<file path="src/rtl/led_frame_sequencer.sv">
// Walks the colour ROM once per frame, offers each GRB word over valid/ready,
// then holds the WS2812b latch gap before starting the next frame.
module led_frame_sequencer #(
  parameter int ADDR_W       = 5,
  parameter int NUM_LEDS     = 16,
  parameter int LATCH_CYCLES = 6000
) (
  input  logic              i_clk,
  input  logic              i_rst,
  input  logic              i_en,
  input  logic              i_scroll,
  output logic [ADDR_W-1:0] o_addr,
  input  logic [23:0]       i_rom_data,
  output logic [23:0]       o_grb_data,
  output logic              o_grb_valid,
  input  logic              i_grb_ready,
  output logic              o_latch,
  output logic              o_frame_done,
  output logic              o_busy
);

  localparam int CNT_W = (LATCH_CYCLES > 1) ? $clog2(LATCH_CYCLES) : 1;
  localparam logic [ADDR_W-1:0] LAST_PIX = ADDR_W'(NUM_LEDS - 1);
  localparam logic [CNT_W-1:0]  LAST_CNT = CNT_W'(LATCH_CYCLES - 1);

  typedef enum logic [1:0] {IDLE, FETCH, PRESENT, LATCH} state_t;

  state_t            state_q, state_d;
  logic [ADDR_W-1:0] pixel_idx_q, pixel_idx_d;
  logic [ADDR_W-1:0] offset_q, offset_d;
  logic [CNT_W-1:0]  cnt_q, cnt_d;
  logic [23:0]       grb_q, grb_d;
  logic              valid_q, valid_d;
  logic              latch_q, latch_d;
  logic              done_q, done_d;
  logic              busy_q, busy_d;

  always_comb begin
    state_d     = state_q;
    pixel_idx_d = pixel_idx_q;
    offset_d    = offset_q;
    cnt_d       = cnt_q;
    grb_d       = grb_q;
    case (state_q)
      IDLE: begin
        if (i_en) begin
          state_d     = FETCH;
          pixel_idx_d = '0;
        end
      end
      FETCH: begin
        grb_d   = i_rom_data;
        state_d = PRESENT;
      end
      PRESENT: begin
        if (valid_q && i_grb_ready) begin
          if (pixel_idx_q == LAST_PIX) begin
            state_d = LATCH;
            cnt_d   = '0;
          end else begin
            pixel_idx_d = pixel_idx_q + 1'b1;
            state_d     = FETCH;
          end
        end
      end
      LATCH: begin
        if (cnt_q == LAST_CNT) begin
          pixel_idx_d = '0;
          if (i_scroll) offset_d = offset_q + 1'b1;
          state_d = i_en ? FETCH : IDLE;
        end else begin
          cnt_d = cnt_q + 1'b1;
        end
      end
      default: state_d = IDLE;
    endcase
    // Outputs are decoded from the next state so they come straight off flops.
    valid_d = (state_d == PRESENT);
    latch_d = (state_d == LATCH);
    done_d  = (state_d == LATCH) && (cnt_d == LAST_CNT);
    busy_d  = (state_d != IDLE);
  end

  always_ff @(posedge i_clk or posedge i_rst) begin
    if (i_rst) begin
      state_q     <= IDLE;
      pixel_idx_q <= '0;
      offset_q    <= '0;
      cnt_q       <= '0;
      grb_q       <= '0;
      valid_q     <= 1'b0;
      latch_q     <= 1'b0;
      done_q      <= 1'b0;
      busy_q      <= 1'b0;
    end else begin
      state_q     <= state_d;
      pixel_idx_q <= pixel_idx_d;
      offset_q    <= offset_d;
      cnt_q       <= cnt_d;
      grb_q       <= grb_d;
      valid_q     <= valid_d;
      latch_q     <= latch_d;
      done_q      <= done_d;
      busy_q      <= busy_d;
    end
  end

  // Carry is dropped so scrolled frames wrap around the ROM.
  assign o_addr       = pixel_idx_q + offset_q;
  assign o_grb_data   = grb_q;
  assign o_grb_valid  = valid_q;
  assign o_latch      = latch_q;
  assign o_frame_done = done_q;
  assign o_busy       = busy_q;

endmodule

</file>
<file path="config.mk">
export PLATFORM = sky130hd
export DESIGN_NAME = led_frame_sequencer
export DESIGN_NICKNAME = d
export VERILOG_FILES = /design/src/rtl/led_frame_sequencer.sv
export SDC_FILE = /design/constraint.sdc
export NUM_CORES = 1
export LEC_CHECK = 0
export BUFFER_PORTS_ARGS = -buffer_cell sky130_fd_sc_hd__buf_2
export CAP_MARGIN = 40
export CORE_ASPECT_RATIO = 2
export CORE_MARGIN = 3
export CORE_UTILIZATION = 53
export CTS_CLUSTER_DIAMETER = 200
export DETAILED_ROUTE_END_ITERATION = 6
export HOLD_SLACK_MARGIN = 0.05
export PLACE_DENSITY = 0.79
export SYNTH_ARGS = -nofsm -noshare
export SYNTH_HDL_FRONTEND = slang
export SYNTH_SLANG_ARGS = --single-unit
</file>
<file path="constraint.sdc">
create_clock -name i_clk -period 3 [get_ports i_clk]
set_input_delay 0.6 -clock i_clk [delete_from_list [all_inputs] [get_ports i_clk]]
set_output_delay 0.6 -clock i_clk [all_outputs]
set_load 0.03 [all_outputs]
</file>
# After elaboration in Yosys (flattened, before gate mapping)
# Cells that the tools add are included.
# classes
add_sub_neg	4
n_mux	15
eq_ne	12
n_reduce_logical	7
# op_table
cell	count
2-to-1 mux 13 bit	3
== test 13 bit, second input constant	2
one-hot mux 13 bit (2 select lines)	1
2-to-1 mux 5 bit	4
one-hot mux 5 bit (3 select lines)	1
adder 13 x 1 -> 13 bit, second input constant	1
adder 5 x 1 -> 5 bit, second input constant	2
== test 2 bit, second input constant	4
2-to-1 mux 2 bit	4
!= test 2 bit, second input constant	4
one-hot mux 2 bit (4 select lines)	1
adder 5 bit	1
== test 5 x 4 -> 1 bit, second input constant	1
AND reduction 5 bit	1
AND reduction 3 bit	1
nonzero test 3 bit	1
== test 2 x 1 -> 1 bit, second input constant	1
logical AND 1 bit	2
logical NOT 2 bit	1
nonzero test 2 bit	1
2-to-1 mux 1 bit	1
# word_totals
ff_bits	53
output_inout_bits	33
in_bits	29
word_cells	47

# Logic depth before layout (Yosys ltp)
# Gate-level depths: netlist of run 1.
# logic_depth
ltp_word	6
ltp_mapped	10
mapped_depth_nobuf	9

# Least setup slack after synthesis of run 1
# Ideal clock, no wire load.
# synth_timing
kind	reg2reg
startpoint	register pixel_idx_q[0]
endpoint	register done_q (netlist: o_frame_done)
path_slack_ns	0.582
setup_time_ns	0.122
path_stages_with_launch	10
path_buffers	1
t_arrival_ns	2.296
cell_sequence	dfrtp_1 -> ha_1 -> and3_1 -> ha_1 -> clkbuf_1 -> nand3_1 -> o311ai_1 -> o41ai_1 -> or4_1 -> a2111oi_1
# synth_via
elab_chain_cells	6
# synth_rtl
item	line	rtl
from (decl)	29	logic [ADDR_W-1:0] pixel_idx_q, pixel_idx_d;
from (signal assigned)	97	pixel_idx_q <= pixel_idx_d;
== test 5 x 4 -> 1 bit	57	if (pixel_idx_q == LAST_PIX) begin
2-to-1 mux 13 bit	57	
2-to-1 mux 13 bit	56	if (valid_q && i_grb_ready) begin
one-hot mux 13 bit (2 select lines)	44	case (state_q)
named net cnt_d[11]	31	logic [CNT_W-1:0] cnt_q, cnt_d;
== test 13 bit	80	done_d = (state_d == LATCH) && (cnt_d == LAST_CNT);
logical AND 1 bit	80	
named net done_d	35	logic done_q, done_d;
to (signal assigned)	103	done_q <= done_d;
to (decl)	35	
# The timed path passes the listed nets, and every way through them passes these cells.
# A chain may end at the register's enable or synchronous reset.

# Worst setup path after layout of run 1
# layout_timing
startpoint	register pixel_idx_q[0]
endpoint	output port o_addr[4]
# layout_via
elab_chain_cells	1
# layout_rtl
item	line	rtl
adder 5 bit	109	assign o_addr = pixel_idx_q + offset_q;
to (decl)	12	output logic [ADDR_W-1:0] o_addr,
# Every way passes these cells.

==> results.toml, run 1 <==
[outcome]
status = "finished, final reports clean"

[layout]
most-common-layout-cells = "61 x buf_2, 53 x dfrtp_1, 24 x mux2_2, 21 x nand2_1"
multiInputGateArea_um2 = 1240
ff_latch_area_um2 = 1330
finalCoreUtilization = 0.660
drive_gt1_frac = 0.352
layout_commonest_cell = "buf_2"
n_antenna_cell = 0
syn2layout_area_growth_pct = 17.1
num-nets-final = 338
fill_cells = 389

[timing]
fin_ws_ps = 376
worst_slew_pin_slew_ps = 558
slew_headroom = 0.624
rsz0062_at_grt = "no"
setup_tns_ps = 0
hold_viol = 0
setup_viol = 0
fmax_ghz = 0.381
fin_hold_ws_ps = 253
fin_skew_ps = 5.08
finalMaxSlewViolations = 0
min_period_ps = 2620
fin_crit_sh = 0.875

[clock_tree]
cts_setup_buffers = 0
htreeDepth = 2
numCtsBuffers = 5
clk_pin_slew_ps = 90
clock-sinks = 53
cts_root_buf = "clkbuf_8"
clock_latency_ps = 300
cts_buffer_depth = 2
cts_tree = "yes"
hold_buffers = 0
ctsResizeCount = 0

[global_routing]
grt_pass1_wl_um = 9780
first_global_vias = 2185
grt_max_degree = 37
antenna_found_initial = 0
gr-total-overflow = 0
track_usage = 0.205

[logic_synthesis]
synth_top_cell_by_area = "dfrtp_1"
synth.cell_area_um2 = 2670
synth-adder-area-share = 0.0450
synth_mux_area_frac = 0.120
ys_ff_latch = 53
yosys-top-cells-area = "dfrtp_1 50%, mux2_2 10%, ha_1 3.8%"
synthArstFlopShare = 1.00
synth_top_family_by_area = "simple AND/OR/NAND/NOR gates"
synth-compound-area-share = 0.107
yosysSeqAreaShare = 0.497
synth_cells = 240
yosys_warnings = 0
synth_top_area_share = 0.497
synth_flop_cell = "dfrtp_1"
syn-num-nets = 278
synth_edf_count = 0
synthSimpleGateAreaFrac = 0.159
syn_area_per_cell_um2 = 11.1
ys_types = 52
synth_xor_area_frac = 0.0328

[power_and_ir_drop]
leakage_uw = 0.00150
vdd_drop_max_mv = 0.584
power.density_nw_per_um2 = 423

[routing]
drt_pre_antenna_iters = 4
ant_nets = 0
viasPerCell = 5.89
wl_um = 5780
avgRoutedWirePerCell_um = 16.2
dr_total_vias = 2097
drc = 0
drtIter0Drc = 69

[job]
maxCapViolations = 0

[place]
gp_congestion = 0.913
io_buffers = 61
dp_hpwl_um = 4390
pre_cts_ws_ps = 529

[critical_path]
worst-path-max-fanout = 6
reg2reg_slack_ps = 470
startpoint_type = "flop"
crit_type = "flop to primary output"
arrival_ps = 2020
cp-end-kind = "primary output"
crit_required_ps = 2400
r2r_start = "cnt_q[0]"
reg2reg_depth = 7
r2r-end = "o_frame_done"

[floorplan]
rows = 35
core_um2 = 4730
die_y_um = 106
initial_utilization = 0.564
die_width_um = 56.2
ios = 62
die-area_um2 = 5970

[min_path]
hp-class = "input port to asynchronous set/reset pin"
## registers in the layout (all words and copies together) (netlist names)
signal,cells
o_grb_data,24
o_busy,1
o_frame_done,1
state_q,2
pixel_idx_q,5
o_latch,1
o_grb_valid,1
offset_q,5
cnt_q,13
## report_power, final
| group | switching (µW) | leakage [µW] | internal, µW | total [µW] |
|---|---|---|---|---|
| sequential | 6.81 | 0.000618 | 730 | 737 |
| clock | 232 | 0.0000554 | 251 | 482 |
| combinational | 63.7 | 0.000825 | 36.9 | 101 |
## cells in the mapped netlist, types with 3 or more instances
cell type,n
a21oi_1,7
nand2_1,21
nor3_1,3
buf_2,4
xnor2_1,6
xor2_1,4
o21ai_0,8
nand3_1,11
mux2i_1,5
o211ai_1,3
ha_1,8
nand4_1,5
dfrtp_1,53
inv_1,9
clkbuf_1,5
mux2_2,24
nor2_1,11
o31ai_1,3
nor4_1,4
nand2b_1,3
## metal layers
layer	GRT usage	routed length [µm]
met1	0.199	1990
met2	0.394	3340
met3	0.0401	265
met4	0.100	191
met5	0	0
## area by class of cell
cell class | instances | share of cell area
Sequential cell | 53 | 0.425
Multi-Input combinational cell | 165 | 0.397
Clock buffer | 6 | 0.0232
Timing Repair Buffer | 66 | 0.110
Clock inverter | 2 | 0.0124
Inverter | 9 | 0.0108
Tap cell | 55 | 0.0220
## worst max path at each step
stage                               from            to  slack [ps]
after global routing      pixel_idx_q[0]     o_addr[4]         210
after CTS                 pixel_idx_q[0]     o_addr[4]         340
after floorplan           pixel_idx_q[0]  o_frame_done         580
after global placement          cnt_q[0]  o_frame_done         610
final                     pixel_idx_q[0]     o_addr[4]         380
after detailed placement        cnt_q[0]  o_frame_done         530
## stage by stage
step | power [µW] | cell area (µm²) | instances
after floorplan | 811 | 2670 | 240
after global placement | 851 | 3010 | 348
after detailed placement | 854 | 3010 | 348
after CTS | 1340 | 3120 | 356
after global routing | 1370 | 3120 | 356
final | 1320 | 3120 | 356
## worst max-delay path: stages (launching register included)
cell     delay (ps)
dfrtp_1         450
ha_1            240
inv_1            70
fa_1            200
inv_1            50
a21o_1          170
a21oi_1         180
xnor2_1         130
buf_2           210
## kinds of logic after synthesis
| kind of cell | count (synthesis) |
|---|---|
| and+or+nand+nor | 77 |
| DFF | 53 |
| AOI/OAI and AO/OA | 40 |
| muxes | 29 |
| buffers and inverters | 22 |
| xor gates and xnor gates | 10 |
| adders and majority gates | 9 |
(Power assumes the default switching activity.)
==> run 2: changes to the inputs <==
--- a/config.mk
+++ b/config.mk
@@ -9,11 +9,12 @@
 export CAP_MARGIN = 40
 export CORE_ASPECT_RATIO = 2
 export CORE_MARGIN = 3
-export CORE_UTILIZATION = 53
+export CORE_UTILIZATION = 44
 export CTS_CLUSTER_DIAMETER = 200
 export DETAILED_ROUTE_END_ITERATION = 6
 export HOLD_SLACK_MARGIN = 0.05
-export PLACE_DENSITY = 0.79
+export PLACE_DENSITY = 0.67
+export REMOVE_ABC_BUFFERS = 1
 export SYNTH_ARGS = -nofsm -noshare
 export SYNTH_HDL_FRONTEND = slang
 export SYNTH_SLANG_ARGS = --single-unit
==> constraint.sdc (replaced) <==
create_clock -name i_clk -period 2.5 [get_ports i_clk]
set_input_delay 0.5 -clock i_clk [delete_from_list [all_inputs] [get_ports i_clk]]
set_output_delay 0.5 -clock i_clk [all_outputs]
set_load 0.03 [all_outputs]
==> results.toml, run 2 (synthesis results as in run 1) <==
[outcome]
status = "finished, final reports clean"

[power_and_ir_drop]
vdd_drop_max_mv = 0.390
p_clk_frac = 0.399
p_sw_frac = 0.232
internal-power_uw = 1290
seqPwrFrac = 0.527
combPwrFrac = 0.074
p_switching_uw = 390
leakage_uw = 0.00158
power.density_nw_per_um2 = 504
p_total_uw = 1680

[global_routing]
track_usage = 0.202
antenna_found_initial = 0
grt_max_degree = 29
gr-total-overflow = 0
grt_pass1_wl_um = 10500
first_global_vias = 2282

[layout]
most-common-layout-cells = "60 x buf_2, 53 x dfrtp_1, 24 x mux2_2, 21 x nand2_1, 18 x buf_4"
largest_reg_flops = 24
syn2layout_area_growth_pct = 25.1
layout_commonest_cell = "buf_2"
finalInstanceArea_um2 = 3340
n_antenna_cell = 0
num-nets-final = 352
fill_cells = 516
drive_gt1_frac = 0.414
finalCoreUtilization = 0.575

[floorplan]
rows = 39
die_width_um = 61.1
ios = 62
die_y_um = 116
die-area_um2 = 7090
core_um2 = 5810
initial_utilization = 0.459

[critical_path]
path_cells = "buf_6, ha_4, inv_2, fa_2, inv_2, a21o_1, a21oi_2, xnor2_1, buf_4"
arrival_ps = 1930
startpoint_type = "flop"
crit_required_ps = 2000
crit_type = "flop to primary output"
reg2reg_depth = 6
reg2reg_slack_ps = 130
cp_slowest_cell = "dfrtp_1"
r2r-end = "pixel_idx_q[2]"
slowest_delay_ps = 380
r2r_start = "cnt_q[4]"
worst-path-max-fanout = 5
crit_top_cell = "inv_2"
cp-end-kind = "primary output"

[timing]
fin_crit_sh = 0.971
min_period_ps = 2430
hold_viol = 0
fmax_ghz = 0.412
worst_slew_pin_slew_ps = 609
finalMaxSlewViolations = 0
fin_ws_ps = 73.7
fin_hold_ws_ps = 256
setup_viol = 0
slew_headroom = 0.590
fin_skew_ps = 6.74

[routing]
dr_total_vias = 2138
drc = 0
wl_um = 6310
avgRoutedWirePerCell_um = 16.8
drt_pre_antenna_iters = 4
viasPerCell = 5.70
drtIter0Drc = 79
ant_nets = 0

[clock_tree]
cts_tree = "yes"
cts_root_buf = "clkbuf_16"
cts_buffer_depth = 2
hold_buffers = 0
clock_latency_ps = 290
clk_pin_slew_ps = 70
htreeDepth = 2
numCtsBuffers = 5
clock-sinks = 53

[min_path]
hp-class = "input port to asynchronous set/reset pin"

[place]
dp_hpwl_um = 4960
gp_congestion = 0.910
io_buffers = 61
pre_cts_ws_ps = 162
placed_area_um2 = 3120

[job]
maxCapViolations = 0
-- run 2: metrics by stage --
| step | TNS [ps] | cells |
|---|---|---|
| after global placement | 0 | 366 |
| after detailed placement | 0 | 366 |
| final | 0 | 375 |
| after CTS | 0 | 374 |
| after global routing | -2.22 | 375 |
| after floorplan | 0 | 227 |
-- run 2: cell type report --
| class | count | area, µm² | area share |
|---|---|---|---|
| Multi-Input combinational cell | 165 | 1290 | 0.388 |
| Inverter | 9 | 33.8 | 0.0101 |
| Clock buffer | 5 | 125 | 0.0375 |
| Timing Repair Buffer | 80 | 467 | 0.140 |
| Clock inverter | 2 | 16.3 | 0.00487 |
| Sequential cell | 53 | 1330 | 0.397 |
| Tap cell | 61 | 76.3 | 0.0229 |
-- run 2: how the worst max path moves through the flow --
stage | start | end
CTS | pixel_idx_q[0] | o_addr[4]
global placement | cnt_q[4] | pixel_idx_q[2]
global route | pixel_idx_q[0] | o_addr[4]
detailed placement | pixel_idx_q[0] | o_frame_done
floorplan | state_q[1] | pixel_idx_q[2]
finish | pixel_idx_q[0] | o_addr[4]
-- run 2: repair_timing --
action	in CTS	in global routing
endpoints found under the setup margin	1	2
pin swaps	1	3
buffers inserted	1	1
gates resized for setup	5	9
-- run 2: critical path, delay by kind of cell, from the launching register on --
family / cells / cell delay (ps)
AOI/OAI and AO/OA: 2 / 170
xor gates and xnor gates: 1 / 180
adders and majority gates: 2 / 490
buffers and inverters: 4 / 420
DFF: 1 / 380
-- run 2: power by group through the flow --
stage,combinational [µW],clock [µW],sequential (µW)
2_1_floorplan,30.3,0,943
3_3_place_gp,125,0,901
3_5_place_dp,128,0,902
4_1_cts,127,695,886
5_1_grt,134,729,888
6_report,124,671,886
-- run 2: per-layer routing --
| metal | routed length, µm | GRT usage | up-vias |
|---|---|---|---|
| met5 | 0 | 0 | - |
| met4 | 352 | 0.130 | 0 |
| met3 | 158 | 0.0310 | 27 |
| met2 | 3640 | 0.368 | 59 |
| met1 | 2160 | 0.199 | 1042 |
| li1 | - | - | 1010 |
